--- config.mk ---
export PLATFORM = sky130hd
export DESIGN_NAME = memory_loader
export DESIGN_NICKNAME = d
export VERILOG_FILES = /design/src/rtl/memory_loader.sv
export SDC_FILE = /design/constraint.sdc
export NUM_CORES = 1
export LEC_CHECK = 0
export CAP_MARGIN = 40
export CORE_MARGIN = 5
export CORE_UTILIZATION = 50
export DETAILED_ROUTE_END_ITERATION = 12
export PLACE_DENSITY = 0.83
export SETUP_SLACK_MARGIN = 0.2
export SLEW_MARGIN = 20
export SYNTH_ARGS = -nofsm -noshare
export SYNTH_HDL_FRONTEND = slang
export SYNTH_SLANG_ARGS = --single-unit
--- constraint.sdc ---
create_clock -name clk -period 4.9 [get_ports clk]
set_clock_uncertainty 0.1 [all_clocks]
set_input_delay 0.49 -clock clk [delete_from_list [all_inputs] [get_ports clk]]
set_output_delay 0.49 -clock clk [all_outputs]
set_load 0.01 [all_outputs]
--- src/rtl/memory_loader.sv ---
// memory_loader: byte-stream initiator that fills data memory through its
// word write port. Bytes arrive over a valid/ready handshake. Every four
// bytes are packed little-endian into one word, which is written in a single
// cycle at consecutive word addresses starting at BASE_ADDR.
//
// Optional feature macro: LOADER_CHECKSUM_EN adds a 32-bit wrapping sum of
// all words written in the current load on the checksum output.
//
// state   | meaning
// --------+--------------------------------------------------------------
// IDLE    | waiting for start; bad word counts answered with an error pulse
// COLLECT | accepting bytes into the assembly register
// WRITE   | one-cycle word write of the assembled word
// DONE    | one-cycle done pulse after the last word
module memory_loader #(
  parameter logic [31:0] BASE_ADDR   = 32'h0000_0000,
  parameter int          DEPTH_WORDS = 1024
) (
  input  logic        clk,
  input  logic        reset,
  input  logic        start,
  input  logic [10:0] wordCount,
  input  logic        byteValid,
  input  logic [7:0]  byteData,
  output logic        byteReady,
  output logic        memWrite,
  output logic [31:0] address,
  output logic [31:0] writeData,
  output logic        busy,
  output logic        done,
  output logic        error
`ifdef LOADER_CHECKSUM_EN
  ,
  output logic [31:0] checksum
`endif
);

  typedef enum logic [1:0] {
    S_IDLE    = 2'd0,
    S_COLLECT = 2'd1,
    S_WRITE   = 2'd2,
    S_DONE    = 2'd3
  } state_t;

  localparam logic [11:0] DEPTH_L = 12'(DEPTH_WORDS);

  state_t      state;
  state_t      state_nxt;
  logic [10:0] count_q;
  logic [10:0] word_idx;
  logic [1:0]  byte_idx;
  logic [31:0] asm_q;
  logic        error_q;

  logic count_ok;
  logic start_ok;
  logic start_bad;
  logic byte_xfer;
  logic last_word;

  assign count_ok  = (wordCount != 11'd0) && ({1'b0, wordCount} <= DEPTH_L);
  assign start_ok  = (state == S_IDLE) && start && count_ok;
  assign start_bad = (state == S_IDLE) && start && !count_ok;
  assign byte_xfer = (state == S_COLLECT) && byteValid;
  assign last_word = ((word_idx + 11'd1) == count_q);

  // State register
  always_ff @(posedge clk) begin
    if (reset) begin
      state <= S_IDLE;
    end else begin
      state <= state_nxt;
    end
  end

  // Next-state decode
  always_comb begin
    state_nxt = state;
    case (state)
      S_IDLE: begin
        if (start_ok) state_nxt = S_COLLECT;
      end
      S_COLLECT: begin
        if (byte_xfer && (byte_idx == 2'd3)) state_nxt = S_WRITE;
      end
      S_WRITE: begin
        state_nxt = last_word ? S_DONE : S_COLLECT;
      end
      S_DONE: begin
        state_nxt = S_IDLE;
      end
      default: state_nxt = S_IDLE;
    endcase
  end

  // Outputs decoded from the registered state, so none of them has a
  // combinational path from the inputs
  always_comb begin
    byteReady = 1'b0;
    memWrite  = 1'b0;
    busy      = 1'b0;
    done      = 1'b0;
    address   = BASE_ADDR;
    writeData = asm_q;
    error     = error_q;
    case (state)
      S_COLLECT: begin
        byteReady = 1'b1;
        busy      = 1'b1;
        address   = BASE_ADDR + {19'd0, word_idx, 2'b00};
      end
      S_WRITE: begin
        memWrite  = 1'b1;
        busy      = 1'b1;
        address   = BASE_ADDR + {19'd0, word_idx, 2'b00};
      end
      S_DONE: begin
        done      = 1'b1;
      end
      default: begin
        byteReady = 1'b0;
      end
    endcase
  end

  // Datapath: count latch, byte/word indices, word assembly, error pulse
  always_ff @(posedge clk) begin
    if (reset) begin
      count_q  <= 11'd0;
      word_idx <= 11'd0;
      byte_idx <= 2'd0;
      asm_q    <= 32'd0;
      error_q  <= 1'b0;
    end else begin
      error_q <= start_bad;
      if (start_ok) begin
        count_q  <= wordCount;
        word_idx <= 11'd0;
        byte_idx <= 2'd0;
        asm_q    <= 32'd0;
      end
      if (byte_xfer) begin
        case (byte_idx)
          2'd0:    asm_q[7:0]   <= byteData;
          2'd1:    asm_q[15:8]  <= byteData;
          2'd2:    asm_q[23:16] <= byteData;
          default: asm_q[31:24] <= byteData;
        endcase
        byte_idx <= byte_idx + 2'd1;
      end
      if (state == S_WRITE) begin
        word_idx <= word_idx + 11'd1;
        byte_idx <= 2'd0;
      end
    end
  end

`ifdef LOADER_CHECKSUM_EN
  // Running sum of written words; holds its final value until the next load
  always_ff @(posedge clk) begin
    if (reset) begin
      checksum <= 32'd0;
    end else if (start_ok) begin
      checksum <= 32'd0;
    end else if (state == S_WRITE) begin
      checksum <= checksum + asm_q;
    end
  end
`endif

endmodule

==> results of run 1 <==
critical path: cells and delay by family, from the launching register on:
family | cells | cell delay, ns
buf+inv | 2 | 0.80
fa+ha+maj | 1 | 0.71
flops | 1 | 0.33
flip-flops by register name, summed over array words and instances (netlist names):
register,cells
state,2
count_q,11
writeData,32
byte_idx,2
word_idx,11
error,1
final timing paths:
kind,slack [ns],depth (start not counted),startpoint,end
worst min-delay path,0.37,2,writeData[0],writeData[0]
worst max register to register,2.32,7,state[0],state[1]
worst max-delay path,2.13,3,state[0],memWrite
worst min register to register,0.37,2,writeData[0],writeData[0]
kinds of logic after synthesis:
kind of cell / synth area share [%]
buffers and inverters: 10.3
other: 0.116
flip-flops: 36.5
AND/OR/NAND/NOR: 26.8
adder cells (fa/ha/maj): 3.87
multiplexers: 3.40
AO/OA/AOI/OAI: 15.8
XOR/XNOR: 3.25
metrics by stage:
stage / util, % / hold WS [ns] / power (mW) / instance area (um2)
after floorplan: - / 0.370 / 0.798 / 3310
after global placement: 60.4 / 0.354 / 0.886 / 3810
after detailed placement: 60.4 / 0.359 / 0.896 / 3810
after CTS: 63.8 / 0.368 / 1.39 / 4030
after global routing: 63.8 / 0.390 / 1.45 / 4030
final: 63.8 / 0.367 / 1.38 / 4030
routing by layer:
layer  track usage (%)  vias up  share of wire [%]
met5                 0        -                  0
met4              9.68        0                2.5
met3              4.33       17                6.9
met2              32.4      106                 48
met1              23.7     1352                 43
li1                  -     1401                  -
layout make-up:
class                      instances  area (um2)
timing repair buffer              72         711
clock buffer                      12         155
inverter                           8        30.0
fill                             535        2280
sequential                        59        1180
clock inverter                     2        60.1
multi-input combinational        287        1800
tap                               77        96.3
power groups by stage:
stage / sequential [mW] / clock (mW) / combinational, mW
after floorplan: 0.543 / 0 / 0.255
after global placement: 0.544 / 0 / 0.342
after detailed placement: 0.546 / 0 / 0.350
after CTS: 0.536 / 0.503 / 0.352
after global routing: 0.540 / 0.525 / 0.385
final: 0.535 / 0.495 / 0.352
cells in the mapped netlist (all sizes together), types with 2 or more instances:
master / count
dfxtp: 59
nand2: 49
nand3: 46
a21oi: 41
buf: 34
nor2: 17
clkbuf: 14
and2: 12
mux2i: 11
ha: 10
a311oi: 8
and3: 8
inv: 8
xnor2: 8
a211oi: 6
nand4: 6
nor3: 6
nor2b: 4
o21ai: 4
xor2: 4
a221oi: 2
a31oi: 2
a41oi: 2
and4: 2
nand2b: 2
nor3b: 2
nor4: 2
or3: 2
==> results.yml, run 1 <==
layout:
  area_delta_synth_final_pct: 24.6
  final_common_cell: "clkdlybuf4s50_1"
  final_cells: 517
  drive_gt1_share_pct: 8.86
  diodes: 0
  nets: 470
  layout_common_cells: "69 x clkdlybuf4s50_1, 59 x dfxtp_1, 48 x nand2_1"
die:
  fp.dieH_um: 90.4
  design.core.area_um2: 6310
  dieArea_um2: 8180
  fp-row-count: 29
  fp.dieW_um: 90.4
  ioPinCount: 92
  start_util_pct: 51.2
timing:
  final.period_utilization_pct: 56.5
  setup_slack_ns: 2.13
  worstMarginPinSlew_ns: 0.823
  slew_viol_final: 0
  rsz0062_at_grt: "no"
  max_slew_margin_pct: 45.2
  hold_violations: 0
  max_clock_freq_mhz: 361
  fin_tns_setup_ns: 0
  period_needed_ns: 2.77
  setup_viol: 0
synth:
  synthArstFlopShare_pct: 0
  ys_warn_count: 0
  yosys_most_used_dff: "dfxtp_1"
  synth_edf_count: 0
  ys_types: 51
  ys_seq_elements: 59
  synthTopCellsByArea: "dfxtp_1 37%, nand3_1 7.0%, a21oi_1 6.3%, buf_4 5.6%, nand2_1 5.6%"
  syn_area_um2: 3230
  yosysTopAreaCell: "dfxtp_1"
  ys_seq_area_share_pct: 36.5
  synth.avg_cell_area_um2: 8.47
  synthCells: 382
  synth.top_cell.area_share_pct: 36.5
grt:
  grtUsageTotal_pct: 19.6
  grt_pass1_wl_um: 13300
  grt-ovfl-total: 0
  grt_pass1_vias: 2708
  grt_start_max_net_pins: 62
  antenna_found_initial: 0
status:
  status: "completed"
placement:
  port-buffer-count: 70
  dp_hpwl_um: 5860
  post-place-ws_ns: 1.93
  dp_cells: 503
  gp_congestion: 0.825
power_and_ir_drop:
  p_seq_share_pct: 38.7
  powerDensity_nw_per_um2: 343
  peakVddDrop_uv: 200
  swShare_pct: 31.0
  leakagePower_nw: 1.47
  p_sw_mw: 0.428
  power.share.clock_pct: 35.8
  internal_power_mw: 0.954
  comb_power_share_pct: 25.5
min_path:
  hold_class: "register to register"
detailed_routing:
  dr_total_vias: 2876
  first_pass_iters: 4
  remaining_drc_errors: 0
  initialDrtViolationCount: 163
  routed_wl_um: 8090
  wl_per_cell_um: 15.6
  viasPerCell: 5.56
  postRouteAntennaNets: 0
clock_network:
  clk_pin_slew_worst_paths_ns: 0.07
  tritoncts: "done"
  cts_root_buf: "clkbuf_8"
  cts_buffers: 9
  cts_max_path_buffers: 2
  post_cts.repair.setup_buffers: 0
  clk_latency_ns: 0.33
  ctsResizeCount: 0
  holdBufCountCts: 0
  htreeDepth: 3
  clock_sinks: 59
critical_path:
  path_class: "register to output pin"
  critical_path.max_fanout: 22
  arrival_ns: 2.18
  critPathMaxStageDelay_ns: 0.71
  endpoint_kind: "output pin"
  required_ns: 4.31
  crit_slowest_cell: "ha_1"
  crit_chain: "inv_1 -> ha_1 -> clkdlybuf4s50_1"
  critPathLaunchType: "register"
flow_run:
  cap_violations: 0
No activity file was read; power rests on OpenSTA's default activity.
==> run 2, diff against run 1 <==
- CORE_UTILIZATION: 50 -> 48
- PLACE_DENSITY: 0.83 -> 0.8
- clock period: 4.9 -> 2.9 ns (I/O delays scaled with it)
==> results.yml, run 2 (same netlist as run 1, synthesis figures left out) <==
placement:
  gp_congestion: 0.826
  dp_hpwl_um: 6060
  dp_cells: 508
  port-buffer-count: 70
  post-place-ws_ns: 0.367
detailed_routing:
  routed_wl_um: 8310
  wl_per_cell_um: 15.9
  first_pass_iters: 4
  postRouteAntennaNets: 0
  viasPerCell: 5.58
  initialDrtViolationCount: 130
  dr_total_vias: 2926
  remaining_drc_errors: 0
status:
  status: "completed"
critical_path:
  critPathLaunchType: "register"
  endpoint_kind: "output pin"
  required_ns: 2.51
  r2r_end: "state[1]"
  r2r_start: "word_idx[0]"
  critical_path.max_fanout: 12
  regToRegSetupSlack_ns: 0.87
  endpoint: "address[3]"
  path_class: "register to output pin"
  arrival_ns: 2.00
  rr_worst_depth: 6
  crit_start: "state[1]"
clock_network:
  ctsResizeCount: 0
  cts_buffers: 9
  clk_pin_slew_worst_paths_ns: 0.07
  clock_sinks: 59
  htreeDepth: 3
  post_cts.repair.setup_buffers: 0
  cts_root_buf: "clkbuf_8"
  tritoncts: "done"
  cts_max_path_buffers: 2
  holdBufCountCts: 0
  clk_latency_ns: 0.34
die:
  design.core.area_um2: 6680
  fp.dieW_um: 92.1
  fp-row-count: 30
  start_util_pct: 48.4
  ioPinCount: 92
  fp.dieH_um: 92.1
  dieArea_um2: 8480
timing:
  setup_slack_ns: 0.510
  period_needed_ns: 2.39
  slew_viol_final: 0
  setup_viol: 0
  max_clock_freq_mhz: 418
  max_slew_margin_pct: 56.1
  worstMarginPinSlew_ns: 0.658
  rsz0062_at_grt: "no"
  fin_tns_setup_ns: 0
  hold_violations: 0
  final.period_utilization_pct: 82.4
grt:
  grt_pass1_wl_um: 13300
  grt_pass1_vias: 2793
  grt-ovfl-total: 0
  grtUsageTotal_pct: 19.5
  antenna_found_initial: 0
  grt_start_max_net_pins: 61
min_path:
  hold_class: "input pin to register"
  whs_path_depth: 5
layout:
  drive_gt1_share_pct: 9.91
  final_util_pct: 60.7
  final_cells: 524
  n_fill_cell: 582
  diodes: 0
  area_delta_synth_final_pct: 25.5
  layout_common_cells: "69 x clkdlybuf4s50_1, 59 x dfxtp_1, 48 x nand2_1"
  final_common_cell: "clkdlybuf4s50_1"
  largest_reg_flops: 32
  nets: 472
power_and_ir_drop:
  powerDensity_nw_per_um2: 583
  leakagePower_nw: 1.49
  peakVddDrop_uv: 297
flow_run:
  cap_violations: 0
## run 2: worst min path at each step
| stage | end | from | slack, ns |
|---|---|---|---|
| after detailed placement | writeData[22] | writeData[22] | 0.36 |
| after global placement | writeData[31] | writeData[31] | 0.35 |
| final | state[1] | reset | 0.31 |
| after CTS | state[1] | reset | 0.29 |
| after global routing | state[1] | reset | 0.33 |
| after floorplan | writeData[0] | byteData[0] | 0.33 |
## run 2: critical path, stage by stage (launching register included)
cell and delay (ns):
dfxtp_1 0.38, inv_1 0.10, ha_1 0.47, and2_1 0.18
clkdlybuf4s50_1 0.54
## run 2: metal layers
| layer | global-route usage [%] | part of all wire [%] | vias up |
|---|---|---|---|
| li1 | - | - | 1410 |
| met5 | 0 | 0 | - |
| met1 | 22.4 | 41 | 1384 |
| met3 | 6.32 | 7.8 | 19 |
| met4 | 9.78 | 2.9 | 0 |
| met2 | 32.3 | 48 | 113 |
## run 2: cell type report
| class | count | area, um2 | share of cell area, % |
|---|---|---|---|
| multi-input cells | 287 | 1800 | 44.2 |
| flip-flops and latches | 59 | 1180 | 29.1 |
| repair buffers | 74 | 726 | 17.9 |
| clock buffers | 11 | 151 | 3.73 |
| well taps | 80 | 100 | 2.47 |
| clock inverters | 5 | 75.1 | 1.85 |
| inverters | 8 | 30.0 | 0.740 |
## run 2: report_power, final
part	switching, mW	internal [mW]	total (mW)	leakage, nW
sequential	0.0439	0.860	0.904	0.477
clock	0.329	0.526	0.855	0.119
combinational	0.371	0.235	0.606	0.892
total	0.744	1.62	2.37	1.49
## run 2: stage by stage
stage	hold slack [ns]	cell area, um2	power (mW)
6_report	0.313	4060	2.37
5_1_grt	0.330	4060	2.48
4_1_cts	0.293	4060	2.37
3_5_place_dp	0.360	3830	1.52
3_3_place_gp	0.354	3830	1.51
2_1_floorplan	0.326	3310	1.35
==> run 3, diff against run 2 <==
- clock period: 2.9 -> 2.35 ns (I/O delays scaled with it)
==> results.yml, run 3 (same netlist as run 1, synthesis figures left out) <==
grt:
  use_met2_pct: 30.6
  use_met3_pct: 6.23
  grtUsageTotal_pct: 18.8
  busiest_layer: "met2"
  met1_usage_pct: 22.4
  grt-ovfl-total: 0
  grt_start_max_net_pins: 52
  grt_pass1_wl_um: 12800
  grt_pass1_vias: 2666
  antenna_found_initial: 0
critical_path:
  regToRegSetupSlack_ns: 0.26
  endpoint_kind: "output pin"
  required_ns: 2.02
  critical_path.max_fanout: 12
  critPathLaunchType: "register"
  path_class: "register to output pin"
  arrival_ns: 1.86
clock_network:
  htreeDepth: 3
  clk_pin_slew_worst_paths_ns: 0.06
  cts_root_buf: "clkbuf_8"
  clock_sinks: 59
  cts_max_path_buffers: 2
  tritoncts: "done"
  clk_latency_ns: 0.34
  cts_buffers: 9
die:
  dieArea_um2: 8480
  design.core.area_um2: 6680
  fp.dieW_um: 92.1
  ioPinCount: 92
  start_util_pct: 48.4
  fp.dieH_um: 92.1
  fp-row-count: 30
status:
  status: "completed"
placement:
  port-buffer-count: 70
  place_area_um2: 3880
  gp_congestion: 0.833
  dp_hpwl_um: 5860
detailed_routing:
  wl_per_cell_um: 15.1
  remaining_drc_errors: 0
  routed_wl_um: 7980
  first_pass_iters: 4
  dr_total_vias: 2896
  postRouteAntennaNets: 0
  initialDrtViolationCount: 101
  viasPerCell: 5.46
timing:
  max_slew_margin_pct: 60.9
  hold_violations: 0
  final.period_utilization_pct: 93.4
  setup_viol: 0
  rsz0062_at_grt: "yes"
  fin_tns_setup_ns: 0
  max_clock_freq_mhz: 456
  period_needed_ns: 2.19
  worstMarginPinSlew_ns: 0.586
  slew_viol_final: 0
layout:
  diodes: 0
  nets: 479
  final_area_um2: 4060
  layout_common_cells: "69 x clkdlybuf4s50_1, 59 x dfxtp_1, 48 x nand2_1"
  drive_gt1_share_pct: 11.1
  area_delta_synth_final_pct: 25.6
  largest_reg_flops: 32
  final_util_pct: 60.8
  final_common_cell: "clkdlybuf4s50_1"
power_and_ir_drop:
  powerDensity_nw_per_um2: 662
  peakVddDrop_uv: 428
  leakagePower_nw: 1.49
min_path:
  hold_class: "input pin to register"
flow_run:
  cap_violations: 0
## run 3: stage by stage
| stage | hold WS [ns] | total power [mW] | setup WS, ns | std cells |
|---|---|---|---|---|
| detailed placement | 0.363 | 1.89 | 0.131 | 514 |
| global placement | 0.354 | 1.87 | 0.194 | 514 |
| finish | 0.128 | 2.69 | 0.156 | 530 |
| floorplan | 0.271 | 1.66 | 0.469 | 402 |
| CTS | 0.106 | 2.71 | 0.134 | 530 |
| global route | 0.110 | 2.84 | 0.0490 | 530 |
## run 3: report_power, final
part           total [mW]  switching (mW)  internal [mW]
registers            1.11          0.0475           1.06
logic               0.805           0.466          0.339
clock network       0.776           0.375          0.400
total                2.69           0.889           1.80
## run 3: final timing paths
| check | start | to | cells past startpoint |
|---|---|---|---|
| hold reg to reg | writeData[3] | writeData[3] | 2 |
| setup / recovery | state[1] | address[12] | 4 |
| setup reg to reg | state[0] | state[1] | 7 |
| hold / removal | reset | writeData[9] | 2 |
## run 3: critical path: stages (launching register included)
cell and delay, ns:
dfxtp_1 0.38, inv_1 0.12, ha_4 0.34, and2_1 0.15, clkdlybuf4s50_1 0.54
## run 3: cell type report
| cell class | instances | area [um2] |
|---|---|---|
| clock buffers | 12 | 145 |
| clock inverters | 3 | 15.0 |
| fillers | 578 | 2620 |
| inverters | 8 | 30.0 |
| multi-input cells | 287 | 1810 |
| flip-flops and latches | 59 | 1180 |
| well taps | 80 | 100 |
| repair buffers | 81 | 779 |
## run 3: metal layers
metal  vias to the layer above  share of wire (%)
met5                         -                  0
met4                         0                2.1
met3                        14                8.1
met2                       112                 48
met1                      1350                 41
li1                       1420                  -
## run 3: repair_timing
item                                    4_1_cts  5_1_grt
cloned                                        1        0
setup buffers                                 0        0
pin swaps                                     1        1
gates resized for setup                       4        0
endpoints found under the setup margin       14       15
hold buffers                                  0        0
